--- config.mk ---
export PLATFORM = sky130hd
export DESIGN_NAME = lsu_mem_ctrl_flat
export DESIGN_NICKNAME = d
export VERILOG_FILES = /design/src/rtl/lsu_mem_ctrl_if.sv /design/src/rtl/lsu_mem_ctrl.sv /design/src/flat_wrapper.sv
export SDC_FILE = /design/constraint.sdc
export NUM_CORES = 1
export LEC_CHECK = 0
export BUFFER_PORTS_ARGS = -buffer_cell sky130_fd_sc_hd__buf_4
export CELL_PAD_IN_SITES_DETAIL_PLACEMENT = 1
export CELL_PAD_IN_SITES_GLOBAL_PLACEMENT = 2
export CORE_AREA = 10 10 164 166
export CTS_BUF_LIST = sky130_fd_sc_hd__clkbuf_4 sky130_fd_sc_hd__clkbuf_8
export CTS_CLUSTER_DIAMETER = 200
export CTS_CLUSTER_SIZE = 14
export DETAILED_ROUTE_END_ITERATION = 16
export DIE_AREA = 0 0 174 176
export GPL_TIMING_DRIVEN = 0
export MAX_ROUTING_LAYER = met4
export PLACE_DENSITY = 0.65
export SYNTH_ARGS = -nofsm -noshare
export SYNTH_HDL_FRONTEND = slang
export SYNTH_SLANG_ARGS = --single-unit
--- constraint.sdc ---
create_clock -name clk -period 2.6 [get_ports clk]
set_input_delay 0.26 -clock clk [delete_from_list [all_inputs] [get_ports clk]]
set_output_delay 0.26 -clock clk [all_outputs]
set_load 0.01 [all_outputs]
--- src/rtl/lsu_mem_ctrl_if.sv ---
// Pipeline request/response and data memory bus bundle for lsu_mem_ctrl.
// slave: controller view; master: pipeline plus memory model view.
interface lsu_mem_ctrl_if;
    logic        req_valid;
    logic        req_ready;
    logic        req_we;
    logic [2:0]  req_funct3;
    logic [31:0] req_addr;
    logic [31:0] req_wdata;
    logic        rsp_valid;
    logic [31:0] rsp_rdata;
    logic        rsp_err;
    logic        busy;
    logic        mem_req;
    logic        mem_gnt;
    logic        mem_we;
    logic [31:0] mem_addr;
    logic [3:0]  mem_be;
    logic [31:0] mem_wdata;
    logic        mem_rvalid;
    logic [31:0] mem_rdata;

    modport slave (
        input  req_valid, req_we, req_funct3, req_addr, req_wdata,
        output req_ready, rsp_valid, rsp_rdata, rsp_err, busy,
        output mem_req, mem_we, mem_addr, mem_be, mem_wdata,
        input  mem_gnt, mem_rvalid, mem_rdata
    );

    modport master (
        output req_valid, req_we, req_funct3, req_addr, req_wdata,
        input  req_ready, rsp_valid, rsp_rdata, rsp_err, busy,
        input  mem_req, mem_we, mem_addr, mem_be, mem_wdata,
        output mem_gnt, mem_rvalid, mem_rdata
    );
endinterface

--- src/rtl/lsu_mem_ctrl.sv ---
// RV32I load/store controller for the single-port data memory bus.
// LSU_MISALIGN_TRAP_EN: trap misaligned half/word ops instead of aligning them.
module lsu_mem_ctrl #(
    parameter int unsigned TIMEOUT_CYCLES = 255
) (
    input  logic          clk,
    input  logic          rst_n,
    lsu_mem_ctrl_if.slave bus
);
    localparam int CW = $clog2(TIMEOUT_CYCLES + 1);

    typedef enum logic [1:0] {
        S_IDLE,
        S_REQ,
        S_WAIT,
        S_RESP
    } state_t;

    state_t      r_state;
    state_t      w_nxt;
    logic [CW-1:0] r_cnt;
    logic        r_we;
    logic [2:0]  r_f3;
    logic [1:0]  r_off;
    logic        r_rsp_err;
    logic [31:0] r_rsp_rdata;
    logic        r_mem_req;
    logic        r_mem_we;
    logic [31:0] r_mem_addr;
    logic [3:0]  r_mem_be;
    logic [31:0] r_mem_wdata;

    logic        w_accept;
    logic        w_illegal;
    logic        w_mis;
    logic        w_bad;
    logic        w_tmo;
    logic [3:0]  w_be;
    logic [31:0] w_wd;
    logic [7:0]  w_byte;
    logic [15:0] w_half;
    logic [31:0] w_ldata;

    assign w_accept = bus.req_valid && (r_state == S_IDLE);
    assign w_tmo    = (r_cnt == CW'(TIMEOUT_CYCLES - 1));

    assign w_illegal = bus.req_we
        ? (bus.req_funct3[2] || (bus.req_funct3[1:0] == 2'b11))
        : ((bus.req_funct3 == 3'b011) || (bus.req_funct3[2:1] == 2'b11));

`ifdef LSU_MISALIGN_TRAP_EN
    assign w_mis =
        ((bus.req_funct3[1:0] == 2'b01) && bus.req_addr[0]) ||
        ((bus.req_funct3[1:0] == 2'b10) && (bus.req_addr[1:0] != 2'b00));
`else
    assign w_mis = 1'b0;
`endif

    assign w_bad = w_illegal || w_mis;

    // Lane strobes and replicated store data from the incoming request
    always_comb begin
        w_be = 4'b0000;
        w_wd = 32'h0;
        unique case (bus.req_funct3[1:0])
            2'b00: begin
                w_be = 4'b0001 << bus.req_addr[1:0];
                w_wd = {4{bus.req_wdata[7:0]}};
            end
            2'b01: begin
                w_be = bus.req_addr[1] ? 4'b1100 : 4'b0011;
                w_wd = {2{bus.req_wdata[15:0]}};
            end
            default: begin
                w_be = 4'b1111;
                w_wd = bus.req_wdata;
            end
        endcase
        if (!bus.req_we) w_wd = 32'h0;
    end

    always_comb begin
        w_byte = bus.mem_rdata[7:0];
        unique case (r_off)
            2'b00: w_byte = bus.mem_rdata[7:0];
            2'b01: w_byte = bus.mem_rdata[15:8];
            2'b10: w_byte = bus.mem_rdata[23:16];
            default: w_byte = bus.mem_rdata[31:24];
        endcase
        w_half = r_off[1] ? bus.mem_rdata[31:16] : bus.mem_rdata[15:0];
        w_ldata = bus.mem_rdata;
        unique case (r_f3[1:0])
            2'b00: w_ldata = {{24{~r_f3[2] & w_byte[7]}}, w_byte};
            2'b01: w_ldata = {{16{~r_f3[2] & w_half[15]}}, w_half};
            default: w_ldata = bus.mem_rdata;
        endcase
    end

    always_comb begin
        w_nxt = r_state;
        unique case (r_state)
            S_IDLE: begin
                if (w_accept) w_nxt = w_bad ? S_RESP : S_REQ;
            end
            S_REQ: begin
                if (bus.mem_gnt) w_nxt = S_WAIT;
            end
            S_WAIT: begin
                if (bus.mem_rvalid || w_tmo) w_nxt = S_RESP;
            end
            default: w_nxt = S_IDLE;
        endcase
    end

    always_ff @(posedge clk or negedge rst_n) begin
        if (!rst_n) r_state <= S_IDLE;
        else        r_state <= w_nxt;
    end

    always_ff @(posedge clk or negedge rst_n) begin
        if (!rst_n) begin
            r_cnt       <= '0;
            r_we        <= 1'b0;
            r_f3        <= 3'b000;
            r_off       <= 2'b00;
            r_rsp_err   <= 1'b0;
            r_rsp_rdata <= 32'h0;
            r_mem_req   <= 1'b0;
            r_mem_we    <= 1'b0;
            r_mem_addr  <= 32'h0;
            r_mem_be    <= 4'b0000;
            r_mem_wdata <= 32'h0;
        end else begin
            unique case (r_state)
                S_IDLE: begin
                    if (w_accept) begin
                        r_we        <= bus.req_we;
                        r_f3        <= bus.req_funct3;
                        r_off       <= bus.req_addr[1:0];
                        r_rsp_err   <= w_bad;
                        r_rsp_rdata <= 32'h0;
                        r_cnt       <= '0;
                        if (!w_bad) begin
                            r_mem_req   <= 1'b1;
                            r_mem_we    <= bus.req_we;
                            r_mem_addr  <= {bus.req_addr[31:2], 2'b00};
                            r_mem_be    <= w_be;
                            r_mem_wdata <= w_wd;
                        end
                    end
                end
                S_REQ: begin
                    r_cnt <= '0;
                    if (bus.mem_gnt) r_mem_req <= 1'b0;
                end
                S_WAIT: begin
                    if (bus.mem_rvalid) begin
                        r_rsp_err   <= 1'b0;
                        r_rsp_rdata <= r_we ? 32'h0 : w_ldata;
                    end else if (w_tmo) begin
                        r_rsp_err   <= 1'b1;
                        r_rsp_rdata <= 32'h0;
                    end else begin
                        r_cnt <= r_cnt + 1'b1;
                    end
                end
                default: begin
                    r_rsp_err   <= 1'b0;
                    r_rsp_rdata <= 32'h0;
                end
            endcase
        end
    end

    assign bus.req_ready = (r_state == S_IDLE);
    assign bus.busy      = (r_state != S_IDLE);
    assign bus.rsp_valid = (r_state == S_RESP);
    assign bus.rsp_err   = r_rsp_err;
    assign bus.rsp_rdata = r_rsp_rdata;
    assign bus.mem_req   = r_mem_req;
    assign bus.mem_we    = r_mem_we;
    assign bus.mem_addr  = r_mem_addr;
    assign bus.mem_be    = r_mem_be;
    assign bus.mem_wdata = r_mem_wdata;
endmodule

--- src/flat_wrapper.sv ---
// flat-port wrapper written by rule: the top's interface ports become plain ports
module lsu_mem_ctrl_flat 
#(
    parameter int unsigned TIMEOUT_CYCLES = 255
)
  (clk, rst_n, bus_req_valid, bus_req_we, bus_req_funct3, bus_req_addr, bus_req_wdata, bus_req_ready, bus_rsp_valid, bus_rsp_rdata, bus_rsp_err, bus_busy, bus_mem_req, bus_mem_we, bus_mem_addr, bus_mem_be, bus_mem_wdata, bus_mem_gnt, bus_mem_rvalid, bus_mem_rdata);
  lsu_mem_ctrl_if bus_i ();
  input  logic clk;
  input  logic rst_n;
  input wire logic [$bits(bus_i.req_valid)-1:0] bus_req_valid;
  input wire logic [$bits(bus_i.req_we)-1:0] bus_req_we;
  input wire logic [$bits(bus_i.req_funct3)-1:0] bus_req_funct3;
  input wire logic [$bits(bus_i.req_addr)-1:0] bus_req_addr;
  input wire logic [$bits(bus_i.req_wdata)-1:0] bus_req_wdata;
  output wire logic [$bits(bus_i.req_ready)-1:0] bus_req_ready;
  output wire logic [$bits(bus_i.rsp_valid)-1:0] bus_rsp_valid;
  output wire logic [$bits(bus_i.rsp_rdata)-1:0] bus_rsp_rdata;
  output wire logic [$bits(bus_i.rsp_err)-1:0] bus_rsp_err;
  output wire logic [$bits(bus_i.busy)-1:0] bus_busy;
  output wire logic [$bits(bus_i.mem_req)-1:0] bus_mem_req;
  output wire logic [$bits(bus_i.mem_we)-1:0] bus_mem_we;
  output wire logic [$bits(bus_i.mem_addr)-1:0] bus_mem_addr;
  output wire logic [$bits(bus_i.mem_be)-1:0] bus_mem_be;
  output wire logic [$bits(bus_i.mem_wdata)-1:0] bus_mem_wdata;
  input wire logic [$bits(bus_i.mem_gnt)-1:0] bus_mem_gnt;
  input wire logic [$bits(bus_i.mem_rvalid)-1:0] bus_mem_rvalid;
  input wire logic [$bits(bus_i.mem_rdata)-1:0] bus_mem_rdata;
  assign bus_i.req_valid = bus_req_valid;
  assign bus_i.req_we = bus_req_we;
  assign bus_i.req_funct3 = bus_req_funct3;
  assign bus_i.req_addr = bus_req_addr;
  assign bus_i.req_wdata = bus_req_wdata;
  assign bus_req_ready = bus_i.req_ready;
  assign bus_rsp_valid = bus_i.rsp_valid;
  assign bus_rsp_rdata = bus_i.rsp_rdata;
  assign bus_rsp_err = bus_i.rsp_err;
  assign bus_busy = bus_i.busy;
  assign bus_mem_req = bus_i.mem_req;
  assign bus_mem_we = bus_i.mem_we;
  assign bus_mem_addr = bus_i.mem_addr;
  assign bus_mem_be = bus_i.mem_be;
  assign bus_mem_wdata = bus_i.mem_wdata;
  assign bus_i.mem_gnt = bus_mem_gnt;
  assign bus_i.mem_rvalid = bus_mem_rvalid;
  assign bus_i.mem_rdata = bus_mem_rdata;
  lsu_mem_ctrl #(.TIMEOUT_CYCLES(TIMEOUT_CYCLES)) u_core (.clk(clk), .rst_n(rst_n), .bus(bus_i));
endmodule
; Yosys cells after proc, flatten, opt, wreduce, memory -nomap -nowiden
; Index checks and enable logic that the tools add are counted.
; W data, S select, Z words.
[word_totals]
regBits = 117
input_bits = 105
output_inout_bits = 106
word_cells = 84
[classes]
n_addsub = 1
n_eq_ne = 18
shifts = 1
mux = 30
bitwise = 5
n_reduce_logical = 17
[ops]
columns = operator, count
row1 = $mux W32, 5
row2 = $pmux W32 S2, 2
row3 = $pmux W32 S3, 1
row4 = $pmux W8 S3, 2
row5 = $mux W8, 3
row6 = $mux W16, 1
row7 = $eq A2 B2 Y1 const B, 5
row8 = $reduce_and A3 Y1, 3
row9 = $add A8 B1 Y8 const B, 1
row10 = $eq A2 B1 Y1 const B, 4
row11 = $eq A8 B8 Y1 const B, 1
row12 = $logic_not A2 Y1, 4
row13 = $mux W2, 4
row14 = $ne A2 B2 Y1 const B, 4
row15 = $pmux W4 S2, 1
row16 = $reduce_and A4 Y1, 2
row17 = $mux W1, 7
row18 = $pmux W2 S3, 1
row19 = $mux W4, 1
row20 = $ne A2 B1 Y1 const B, 2
row21 = $reduce_bool A2 Y1, 2
row22 = $shl A1 B2 Y4 const A, 1
row23 = $eq A3 B2 Y1 const B, 1
row24 = $logic_or A1 B1 Y1, 3
row25 = other kinds (8), 11

; Logic depth before layout (Yosys ltp)
; Gate-level depths: netlist of the first run.
[logic_depth]
word_depth = 7
ltp_mapped = 8
depth_no_buf = 6

; Least setup slack after synthesis of the first run
; Ideal clock, no wire load.
[synth_path]
kind = reg-to-reg
from = reg u_core.r_state[0]
to = reg u_core.r_cnt[4]
arrival_time_ps = 1951
required_ps = 2531
setup_slack_ps = 580
stages_incl_launch_ff = 8
n_path_buf = 1
period_less_slack_ps = 2020
path_cell_list = dfrtp_1 inv_1 ha_1 nor2b_2 or2_2 buf_2 or4_1 nand3_1
[synth_via]
elab_chain_len = 4
word_cells_on_any_way = 10
[synth_rtl]
columns = item, line_no
row1 = from (decl), lsu_mem_ctrl.sv:19  ; state_t r_state;
row2 = from (signal assigned), lsu_mem_ctrl.sv:117  ; else r_state <= w_nxt;
row3 = $logic_not A2 Y1 (*), n/a
row4 = net bus_req_ready, flat_wrapper.sv:15  ; output wire logic [$bits(bus_i.req_ready)-1:0] bus_req_ready;
row5 = $logic_and A1 B1 Y1, lsu_mem_ctrl.sv:44  ; assign w_accept = bus.req_valid && (r_state == S_IDLE);
row6 = $ne A2 B1 Y1 (no source line), n/a
row7 = $reduce_and A4 Y1 (no source line), n/a
row8 = to (signal assigned), lsu_mem_ctrl.sv:164  ; r_cnt <= r_cnt + 1'b1;
row9 = to (decl), lsu_mem_ctrl.sv:21  ; logic [CW-1:0] r_cnt;
; The timed path passes the listed nets; every way through them passes the cells marked *.
; A chain may end at the register's enable or synchronous reset.

; Worst setup path after layout of the first run
[layout_path]
from = reg u_core.r_state[0]
to = reg u_core.r_rsp_rdata[5] (netlist: u_core.bus.rsp_rdata[5])
[layout_via]
elab_chain_len = 4
word_cells_on_any_way = 9
[layout_rtl]
columns = item, line_no
row1 = $logic_not A2 Y1, "lsu_mem_ctrl.sv:44, lsu_mem_ctrl.sv:134"
row2 = $logic_and A1 B1 Y1, lsu_mem_ctrl.sv:44
row3 = $ne A2 B1 Y1 (no source line), n/a
row4 = $reduce_and A3 Y1 (no source line), n/a
row5 = to (signal assigned), lsu_mem_ctrl.sv:159  ; r_rsp_rdata <= r_we ? 32'h0 : w_ldata;
row6 = to (decl), lsu_mem_ctrl.sv:26  ; logic [31:0] r_rsp_rdata;
; Parallel ways exist; a longest one is shown, timed or not.

==> metrics.txt, run 1 <==
Synth Cell Area 0.00580 mm²; CP bufs+invs 4; most frequent cells in the layout buf_4 (211), dfrtp_1 (117), o21ai_0 (65), nand2_1 (44), mux2_2 (44); vias in the first global route 6,117; CP peak stage delay 0.60 ns; # setup viols final 0; fin crit share 91.3%; clock slew at reported path FFs 0.08 ns; detailed-route via count 5,271; Data required, critical path 2.91 ns; Max-Cap Viols 0; post-DP HPWL 18,200 µm; total CTS buffers 17; CP arrival 2.68 ns; Slew Viols, Final 0; Netlist cell types 58; post-route ant nets 0; final worst setup slack 0.225 ns; Skew-Pair Late Insertion Delay 0.45 ns; Initial Utilization 24.4%; CP Class flop to flop; GRT Total Usage 15.5%; DR WL/cell 21.1 µm; Ports 211; R2R Path Start u_core.r_state[0]$_DFFE_PN0P_; PD cells 1070 mW/mm²; Post-synth EDFFs 0; Max Freq 421 MHz; Clock Path Buffers 2; Routed Wire Length 23,300 µm; unrepaired setup endpoints after global routing false; VDD IR max 439 µV; Final Hold Viols 0; Hold Crit Depth 2; post-layout util 34.6%; critical-path cell list inv_1 > ha_1 > inv_1 > o21ai_1 > or2_1 > buf_2 > buf_6 > o31ai_1; reg2reg end u_core.bus.rsp_rdata[5]$_DFFE_PN0P_; Synth top area share 50.4%; vias per std cell 4.77; slowest CP cell o21ai_1; Mapped Avg Cell Area 10.8 µm²; IO Port Bufs 207; synthesis-to-layout area growth 41.8%; crit end category flop; initial drt markers 268; min-delay src bus_req_addr[26]; register-to-register setup slack 0.23 ns; first-pass GRT wire length 36,100 µm; Die ar. 0.0306 mm²; clock root buffer clkbuf_8; relative slew slack 33.5%; share of layout cells above drive strength 1 39.3%; # DRC 0; CP top delay family compound AO/OA/AOI/OAI gates; post-synth top area cell dfrtp_1; row cnt 57; Async SR Flop Fraction 100%; commonest non-fill, non-tap cell in the layout buf_4; top cells by area, synth dfrtp_1 (50%), mux2_2 (8.5%), o21ai_0 (5.6%); outcome finished, final reports clean; Critical Path Source Type flop; Layout Nets 881; Core Region 0.0238 mm²; synth warn 0; crit path time final 2.37 ns; P_leak 3.84 nW; initial antenna violation count 1; skew final 0.0177 ns; Synth Instances 537; total grt overflow 0; post-synthesis sequential area ratio 50.4%; Worst Hold Class input port to flop; routability cong. 0.763; Synth Register Bits 117; Synth Flop Type dfrtp_1; Most common cell on crit path inv_1; worst-margin pin slew 0.994 ns; # clock sinks 117; # H-tree levels 4; dpl ws -0.0897 ns; width of the die 174 µm; Crit Path Max Fanout 10; TritonCTS clock tree yes; die height 176 µm; Reg2Reg Depth 8; largest net degree at the start of global routing 91; worst hold path endpoint u_core.bus.mem_addr[26]$_DFFE_PN0P_; setup total negative slack 0 ns; drt pass-1 iters 6
==> layer usage <==
metal / part of all wire, % / GRT usage [%] / vias to the layer above
li1: - / - / 2446
met1: 42 / 17.8 / 2643
met2: 49 / 24.6 / 166
met3: 8.2 / 6.34 / 16
met4: 1.2 / 3.95 / 0
met5: 0 / - / -
==> report_power, final <==
part | total (mW) | internal (mW) | switching (mW) | leakage [nW]
Combinational | 4.03 | 1.87 | 2.16 | 2.14
Clock | 1.71 | 0.855 | 0.856 | 0.181
Sequential | 3.03 | 2.53 | 0.495 | 1.52
Total | 8.77 | 5.26 | 3.51 | 3.84
==> worst register-to-register path: stages, from the launching register on <==
cell	delay [ns]
dfrtp_1	0.43
inv_1	0.11
ha_1	0.28
inv_1	0.13
o21ai_1	0.60
or2_1	0.19
buf_2	0.24
buf_6	0.19
o31ai_1	0.08
==> synthesized netlist by cell type (all sizes together) (5+ instances only) <==
master / n
a21oi: 26
a221oi: 16
a22o: 11
a32o: 7
buf: 13
clkbuf: 24
dfrtp: 117
ha: 7
inv: 9
mux2: 44
mux2i: 28
nand2: 45
nand2b: 17
nand3: 5
nor2: 17
nor2b: 5
nor3: 6
o21a: 17
o21ai: 66
o221ai: 6
o22a: 7
o31ai: 8
==> state kept, by name, indices dropped and copies added, names as in the netlist <==
signal	flops
u_core.bus.mem_addr	30
u_core.bus.mem_be	4
u_core.bus.mem_we	1
u_core.bus.rsp_rdata	32
u_core.bus.mem_req	1
u_core.bus.rsp_err	1
u_core.r_state	2
u_core.r_off	2
u_core.r_cnt	8
u_core.r_f3	3
u_core.bus.mem_wdata	32
u_core.r_we	1
==> cell type report <==
class,count,area [µm²]
Tap cell,324,405
Inverter,9,33.8
Clock buffer,17,234
Clock inverter,14,155
Antenna cell,1,2.50
Fill cell,2755,15600
Multi-Input combinational cell,375,2680
Buffer,37,169
Sequential cell,117,2930
Timing Repair Buffer,212,1620
==> how the worst max path moves through the flow <==
stage	from	endpoint	slack (ns)	cells past startpoint
2_1_floorplan	u_core.r_state[0]$_DFFE_PN0P_	u_core.r_cnt[4]$_DFFE_PN0P_	0.58	7
3_3_place_gp	u_core.r_state[0]$_DFFE_PN0P_	u_core.bus.rsp_rdata[21]$_DFFE_PN0P_	0.06	7
3_5_place_dp	u_core.r_state[0]$_DFFE_PN0P_	u_core.bus.rsp_rdata[30]$_DFFE_PN0P_	-0.09	7
4_1_cts	u_core.r_state[0]$_DFFE_PN0P_	u_core.bus.rsp_rdata[30]$_DFFE_PN0P_	0.11	7
5_1_grt	u_core.r_state[0]$_DFFE_PN0P_	u_core.bus.rsp_rdata[5]$_DFFE_PN0P_	0.03	8
6_report	u_core.r_state[0]$_DFFE_PN0P_	u_core.bus.rsp_rdata[5]$_DFFE_PN0P_	0.23	8
==> what timing repair did <==
action	CTS	global route
endpoints found under the setup margin	10	10
hold buffers	1	1
endpoints found under the hold margin	27	1
pin swaps	0	2
cloned	0	0
setup buffers	0	2
gates resized for setup	1	0
==> stage by stage <==
stage,std cells,instance area [µm²],power [mW],hold slack (ns)
3_5_place_dp,1070,7800,7.15,0.158
6_report,1106,8230,8.77,0.0395
4_1_cts,1102,8200,8.92,0.00380
5_1_grt,1106,8230,9.45,0.00449
3_3_place_gp,1069,7770,6.99,0.465
2_1_floorplan,538,5810,5.01,-0.0356
==> logic make-up after synthesis <==
family / share of synthesized area, %
mux: 13.4
other cells: 0.0646
simple gates: 10.3
flops: 50.4
fa+ha+maj: 1.51
compound gates: 20.8
buf+inv: 3.49
(Power assumes the default switching activity.)
==> run 2, diff against run 1 <==
ABC_AREA = 1   (was default)
CORE_AREA = 10 10 165 167   (was 10 10 164 166)
DIE_AREA = 0 0 175 177   (was 0 0 174 176)
PLACE_DENSITY = 0.71   (was 0.65)
SLEW_MARGIN = 20   (was default)
==> run 2 against run 1 <==
First-iteration DRC count shrank 13%. Via count grew 11%. Sequential share of layout area shrank 1.5 points. Design area grew 4.5%. Core utilization grew 1.3 points. Clock power grew 15%. Fmax grew 20%. Count of clock-buffer cells in the layout grew 6. Global-route usage grew 0.26 points. Critical path depth grew 1. Clock skew shrank 0.0067 ns. Combinational power shrank 2%.
==> metrics.txt, run 2 <==
outcome finished, final reports clean; Post CTS Setup Buffer Count 0 (unchanged); multi-input logic area 0.00251 mm² (-6.3%); # setup viols final 0 (unchanged); n_diodes 0 (-1); PD cells 1030 mW/mm² (-3.6%); drt pass-1 iters 4 (-2); Core Region 0.0240 mm² (+0.60%); most frequent cells in the layout nand2_1 (282), buf_4 (212), dfrtp_1 (117), o21ai_0 (54), nor2_1 (51); # clock sinks 117 (unchanged); Max-Cap Viols 0 (unchanged); clock root buffer clkbuf_8; skew final 0.0110 ns (-0.00672 ns); Initial Utilization 24.5% (+0.095 points); # DRC 0 (unchanged); Crit Path Max Fanout 10 (unchanged); Worst Hold Class input port to flop; DR WL/cell 17.4 µm (-17%); unrepaired setup endpoints after global routing false; clock slew at reported path FFs 0.08 ns (about the same); first-pass GRT wire length 37,400 µm (+3.6%); Most common cell on crit path nand2_1; Skew-Pair Late Insertion Delay 0.43 ns (-0.02 ns); crit end category flop; post-synth top area cell dfrtp_1; Slew Viols, Final 0 (unchanged); Sequential Area 0.00293 mm² (unchanged); Post-synth EDFFs 0 (unchanged); Hold WS 0.0429 ns (+0.00345 ns); Max Freq 504 MHz (+20%); slowest CP cell dfrtp_1; detailed-route via count 5,852 (+11%); width of the die 175 µm (+0.57%); Synth top cells by count nand2_1 (282), dfrtp_1 (117), o21ai_0 (54), nor2_1 (51), inv_1 (38); P_leak 4.55 nW (+18%); largest net degree at the start of global routing 60 (-34%); TritonCTS clock tree yes; Critical Path Source Type flop; CP peak stage delay 0.42 ns (-0.18 ns); Synth Register Bits 117 (unchanged); Mapped Avg Cell Area 7.93 µm² (-27%); CP Class flop to flop; synthesis-to-layout area growth 46.8%; Final Hold Viols 0 (unchanged); Synth Flop Type dfrtp_1; initial drt markers 233 (-13%); Post-CTS Hold Buffers 28 (+27); IO Port Bufs 208 (+0.48%); critical-path cell list inv_1 > ha_1 > nand2_1 > inv_1 > nand2_1 > nor2_4 > buf_2 > nand2_1 > o21ai_1; Async SR Flop Fraction 100% (unchanged); row cnt 57 (unchanged); post-route ant nets 0 (unchanged); VDD IR max 357 µV (-19%); Synth top area share 49.9% (-0.50 points); vias per std cell 4.39 (-7.8%); Synth Instances 739 (+38%); Clock Path Buffers 2 (unchanged); worst-margin pin slew 0.619 ns (-0.375 ns); share of layout cells above drive strength 1 30.8% (-8.6 points); Routed Wire Length 23,200 µm (-0.45%); routability cong. 0.815 (+6.9%); total grt overflow 0 (unchanged); Netlist cell types 35 (-40%); total CTS buffers 17 (unchanged); post-DP HPWL 17,900 µm (-1.7%); top cells by area, synth dfrtp_1 (50%), nand2_1 (18%), o21ai_0 (4.6%); fillcell total 2,905 (+5.4%); crit path time final 1.99 ns (-0.389 ns); relative slew slack 58.6% (+25 points); Ports 211 (unchanged); die height 177 µm (+0.57%); Data required, critical path 2.96 ns (+0.05 ns); setup total negative slack 0 ns (unchanged); vias in the first global route 6,554 (+7.1%); Synth Cell Area 0.00586 mm² (+0.99%); synth warn 0 (unchanged); commonest non-fill, non-tap cell in the layout nand2_1; # H-tree levels 4 (unchanged); post-synthesis sequential area ratio 49.9% (-0.50 points); Die ar. 0.0310 mm² (+1.1%); CP arrival 2.34 ns (-0.34 ns); initial antenna violation count 0 (-1); post-CTS sizing 0 (-1); cell with the most instances after synthesis nand2_1; Layout Nets 1,108 (+26%); register-to-register setup slack 0.61 ns (+0.39 ns); total power 8.83 mW (+0.71%); GRT Total Usage 15.7% (+0.26 points); post-layout util 35.9% (+1.3 points); fin crit share 76.4% (-15 points)
-- run 2: final cells by class --
| type | count | area share (%) |
|---|---|---|
| Inverter | 46 | 2.01 |
| Clock buffer | 23 | 3.61 |
| Multi-Input combinational cell | 540 | 29.2 |
| Clock inverter | 8 | 1.69 |
| Timing Repair Buffer | 237 | 21.8 |
| Tap cell | 324 | 4.71 |
| Buffer | 37 | 2.92 |
| Sequential cell | 117 | 34.0 |
-- run 2: final timing paths --
path                                                             end                            startpoint  cells past startpoint
max in group asynchronous        u_core.bus.mem_addr[21]$_DFFE_PN0P_                                 rst_n                      3
worst max register to register  u_core.bus.mem_wdata[30]$_DFFE_PN0P_         u_core.r_state[0]$_DFFE_PN0P_                      9
worst min-delay path             u_core.bus.mem_addr[30]$_DFFE_PN0P_                      bus_req_addr[30]                      3
min in group asynchronous                u_core.r_cnt[5]$_DFFE_PN0P_                                 rst_n                      2
worst max-delay path            u_core.bus.mem_wdata[30]$_DFFE_PN0P_         u_core.r_state[0]$_DFFE_PN0P_                      9
worst min register to register  u_core.bus.rsp_rdata[24]$_DFFE_PN0P_  u_core.bus.rsp_rdata[24]$_DFFE_PN0P_                      2
-- run 2: worst max-delay path: cells and delay by family, from the launching register on --
kind / cells / cell delay, ns
buffers and inverters: 3 / 0.50
adder cells (fa/ha/maj): 1 / 0.30
flip-flops: 1 / 0.42
AND/OR/NAND/NOR: 4 / 0.56
AO/OA/AOI/OAI: 1 / 0.13
-- run 2: per-layer routing --
layer | share of wire, % | vias up | track usage [%]
li1 | - | 2875 | -
met1 | 44 | 2804 | 18.6
met2 | 47 | 162 | 24.7
met3 | 8.3 | 11 | 6.32
met4 | 0.66 | 0 | 3.39
met5 | 0 | - | -
-- run 2: stage by stage --
stage | setup WS (ns) | cells | cell area [µm²]
2_1_floorplan | 0.959 | 740 | 5870
6_report | 0.614 | 1332 | 8600
4_1_cts | 0.547 | 1332 | 8600
3_5_place_dp | 0.569 | 1273 | 7870
5_1_grt | 0.368 | 1332 | 8600
3_3_place_gp | 0.580 | 1272 | 7830
-- run 2: logic make-up (layout without fill, tap and decap cells) --
group / Yosys count / after routing / share of synthesized area, %
buf+inv: 83 / 351 / 7.24
simple gates: 405 / 405 / 29.1
xor+xnor: 1 / 1 / 0.149
flops: 117 / 117 / 49.9
other cells: 1 / 2 / 0.0640
compound gates: 125 / 125 / 12.1
fa+ha+maj: 7 / 7 / 1.49
-- run 2: power by group --
group	total, mW	internal, mW	switching, mW
clock	1.97	1.18	0.794
combinational	3.95	1.68	2.27
sequential	2.91	2.49	0.423
==> run 3, diff against run 2 <==
ABC_AREA = 0   (was 1)
CORE_AREA = 10 10 164 166   (was 10 10 165 167)
DIE_AREA = 0 0 174 176   (was 0 0 175 177)
PLACE_DENSITY = 0.65   (was 0.71)
clock period = 1.88 ns   (was 2.6 ns; I/O delays follow)
==> run 3 against run 2 <==
The flow now finishes with violations (negative setup slack). Critical path depth shrank 3. Hold slack lost 0.021 ns. Sequential power grew 46%. Via count shrank 3.9%. Count of clock-buffer cells in the layout shrank 6. Global-route usage grew 0.38 points. Highest routed layer unchanged.
==> metrics.txt, run 3 (same netlist as run 1, synthesis figures left out) <==
outcome finished, violations left; failing checks negative setup slack; first-pass GRT wire length 37,900 µm (+1.4%); R2R Path Start u_core.r_state[0]$_DFFE_PN0P_; Placed Cells 1,070 (-16%); vias in the first global route 6,505 (-0.75%); # H-tree levels 4 (unchanged); fin cells 1,180 (-11%); Placed Area 0.00783 mm² (-0.52%); relative slew slack 39.6% (-19 points); skew final 0.0136 ns (+0.00258 ns); # DRC 0 (unchanged); CP arrival 2.33 ns (about the same); post-route ant nets 0 (unchanged); CP startpoint u_core.r_state[0]$_DFFE_PN0P_; unrepaired setup endpoints after global routing true; dpl ws -0.614 ns (-1.18 ns); Routed Wire Length 24,400 µm (+5.3%); Critical Path Source Type flop; CP top delay family simple AND/OR/NAND/NOR gates; clock slew at reported path FFs 0.09 ns (about the same); total grt overflow 0 (unchanged); largest net degree at the start of global routing 60 (unchanged); initial drt markers 278 (+19%); initial antenna violation count 3 (+3); clock root buffer clkbuf_8; share of layout cells above drive strength 1 43.6% (+13 points); Clock Path Buffers 2 (unchanged); TritonCTS clock tree yes; crit path time final 1.95 ns (-0.0326 ns); fillcell total 2,698 (-7.1%); Final Hold Viols 0 (unchanged); drt pass-1 iters 5 (+1); width of the die 174 µm (-0.57%); Die ar. 0.0306 mm² (-1.1%); Max Freq 512 MHz (+1.7%); critical-path cell list inv_4 > ha_4 > nor2b_4 > a2111o_1 > or4_4 > a21oi_2; worst-margin pin slew 0.903 ns (+0.284 ns); slowest CP cell or4_4; Levels on crit path 6 (-3); post-DP HPWL 18,200 µm (+1.9%); min-delay src bus_req_wdata[24]; # clock sinks 117 (unchanged); CP Class flop to flop; Core Region 0.0238 mm² (-0.60%); die height 176 µm (-0.56%); commonest non-fill, non-tap cell in the layout buf_4; crit end category flop; Hold Crit Depth 3 (unchanged); Max-Cap Viols 0 (unchanged); DR WL/cell 20.7 µm (+19%); Crit Path Max Fanout 5 (-5); routability cong. 0.836 (+2.5%); vias per std cell 4.77 (+8.5%); final worst setup slack -0.0732 ns (-0.687 ns); Slew Viols, Final 0 (unchanged); Initial Utilization 24.4% (-0.095 points); Data required, critical path 2.25 ns (-0.71 ns); # setup viols final 3 (+3); IO Port Bufs 207 (-0.48%); Skew-Pair Late Insertion Delay 0.45 ns (+0.02 ns); CP peak stage delay 0.51 ns (+0.09 ns); PD cells 1410 mW/mm² (+37%); VDD IR max 605 µV (+69%); CP bufs+invs 1 (-2); Worst Hold Class input port to flop; synthesis-to-layout area growth 58.9%; row cnt 57 (unchanged); GRT Total Usage 16.1% (+0.38 points); fin crit share 104% (+28 points); Reg2Reg Depth 6 (-3); detailed-route via count 5,624 (-3.9%); Layout Nets 952 (-14%); design area 0.00923 mm² (+7.2%); P_leak 4.30 nW (-5.5%); most frequent cells in the layout buf_4 (233), dfrtp_1 (115), dlygate4sd3_1 (55), o21ai_0 (50), mux2_2 (44); total CTS buffers 17 (unchanged); Ports 211 (unchanged)
==> run 3: cell count changes in the layout (fill, tap and decap cells not counted), moves of 15 or more <==
cell,previous run,this run
o21a_1,1,16
buf_4,212,233
nand3_1,28,5
nand2_1,282,43
nor2_1,51,17
inv_1,38,6
a21oi_1,7,24
mux2_2,0,44
dlygate4sd3_1,28,55
mux2i_1,0,28
nand2b_1,0,17
o22ai_1,16,1
nor2_2,21,0
==> run 3: worst paths after layout <==
path | to | slack, ns
min reg2reg | u_core.bus.mem_wdata[18]$_DFFE_PN0P_ | 0.50
max | u_core.r_cnt[5]$_DFFE_PN0P_ | -0.07
max in group asynchronous | u_core.r_state[1]$_DFFE_PN0P_ | 0.83
min in group asynchronous | u_core.bus.mem_wdata[27]$_DFFE_PN0P_ | 0.27
max reg2reg | u_core.r_cnt[5]$_DFFE_PN0P_ | -0.07
min | u_core.bus.mem_wdata[24]$_DFFE_PN0P_ | 0.02
==> run 3: worst register-to-register path, cell delays in order, from the launching register on <==
cell and delay (ns):
dfrtp_2 0.43, inv_4 0.06, ha_4 0.17, nor2b_4 0.14
a2111o_1 0.43, or4_4 0.51, a21oi_2 0.12
==> run 3: cell type report <==
type,instances,area [µm²],area share (%)
Clock inverter,15,195,2.12
Sequential cell,117,2930,31.8
Multi-Input combinational cell,375,2880,31.3
Buffer,36,236,2.56
Tap cell,324,405,4.39
Antenna cell,3,7.51,0.0814
Clock buffer,17,234,2.54
Inverter,9,38.8,0.420
Timing Repair Buffer,284,2290,24.9
==> run 3: timing repair <==
| item | in CTS | in global routing |
|---|---|---|
| setup buffers | 14 | 7 |
| hold endpoints to repair | 112 | 0 |
| pin swaps | 8 | 3 |
| hold buffers | 55 | 0 |
| gates cloned | 0 | 0 |
| gates resized for setup | 35 | 65 |
| setup endpoints to repair | 107 | 84 |
==> run 3: stage by stage <==
step,utilization (%),TNS (ns),power [mW],hold WS [ns]
final,38.7,-0.123,13.0,0.0221
after global routing,38.7,-0.656,14.0,0.00660
after CTS,37.9,-0.0670,13.0,0.00261
after detailed placement,32.9,-28.91,9.91,0.223
after global placement,32.7,-21.20,9.74,0.421
after floorplan,-,0,6.98,-0.108
==> run 3: metal layers <==
| metal | vias to the layer above | global-route usage [%] | share of wire, % |
|---|---|---|---|
| li1 | 2602 | - | - |
| met1 | 2807 | 18.9 | 43 |
| met2 | 190 | 25.8 | 48 |
| met3 | 25 | 5.66 | 7.2 |
| met4 | 0 | 4.35 | 1.6 |
| met5 | - | - | 0 |
==> run 3: power breakdown <==
group | internal, mW | switching (mW)
Sequential | 3.51 | 0.727
Clock | 1.35 | 1.26
Combinational | 3.02 | 3.16
Total | 7.87 | 5.15
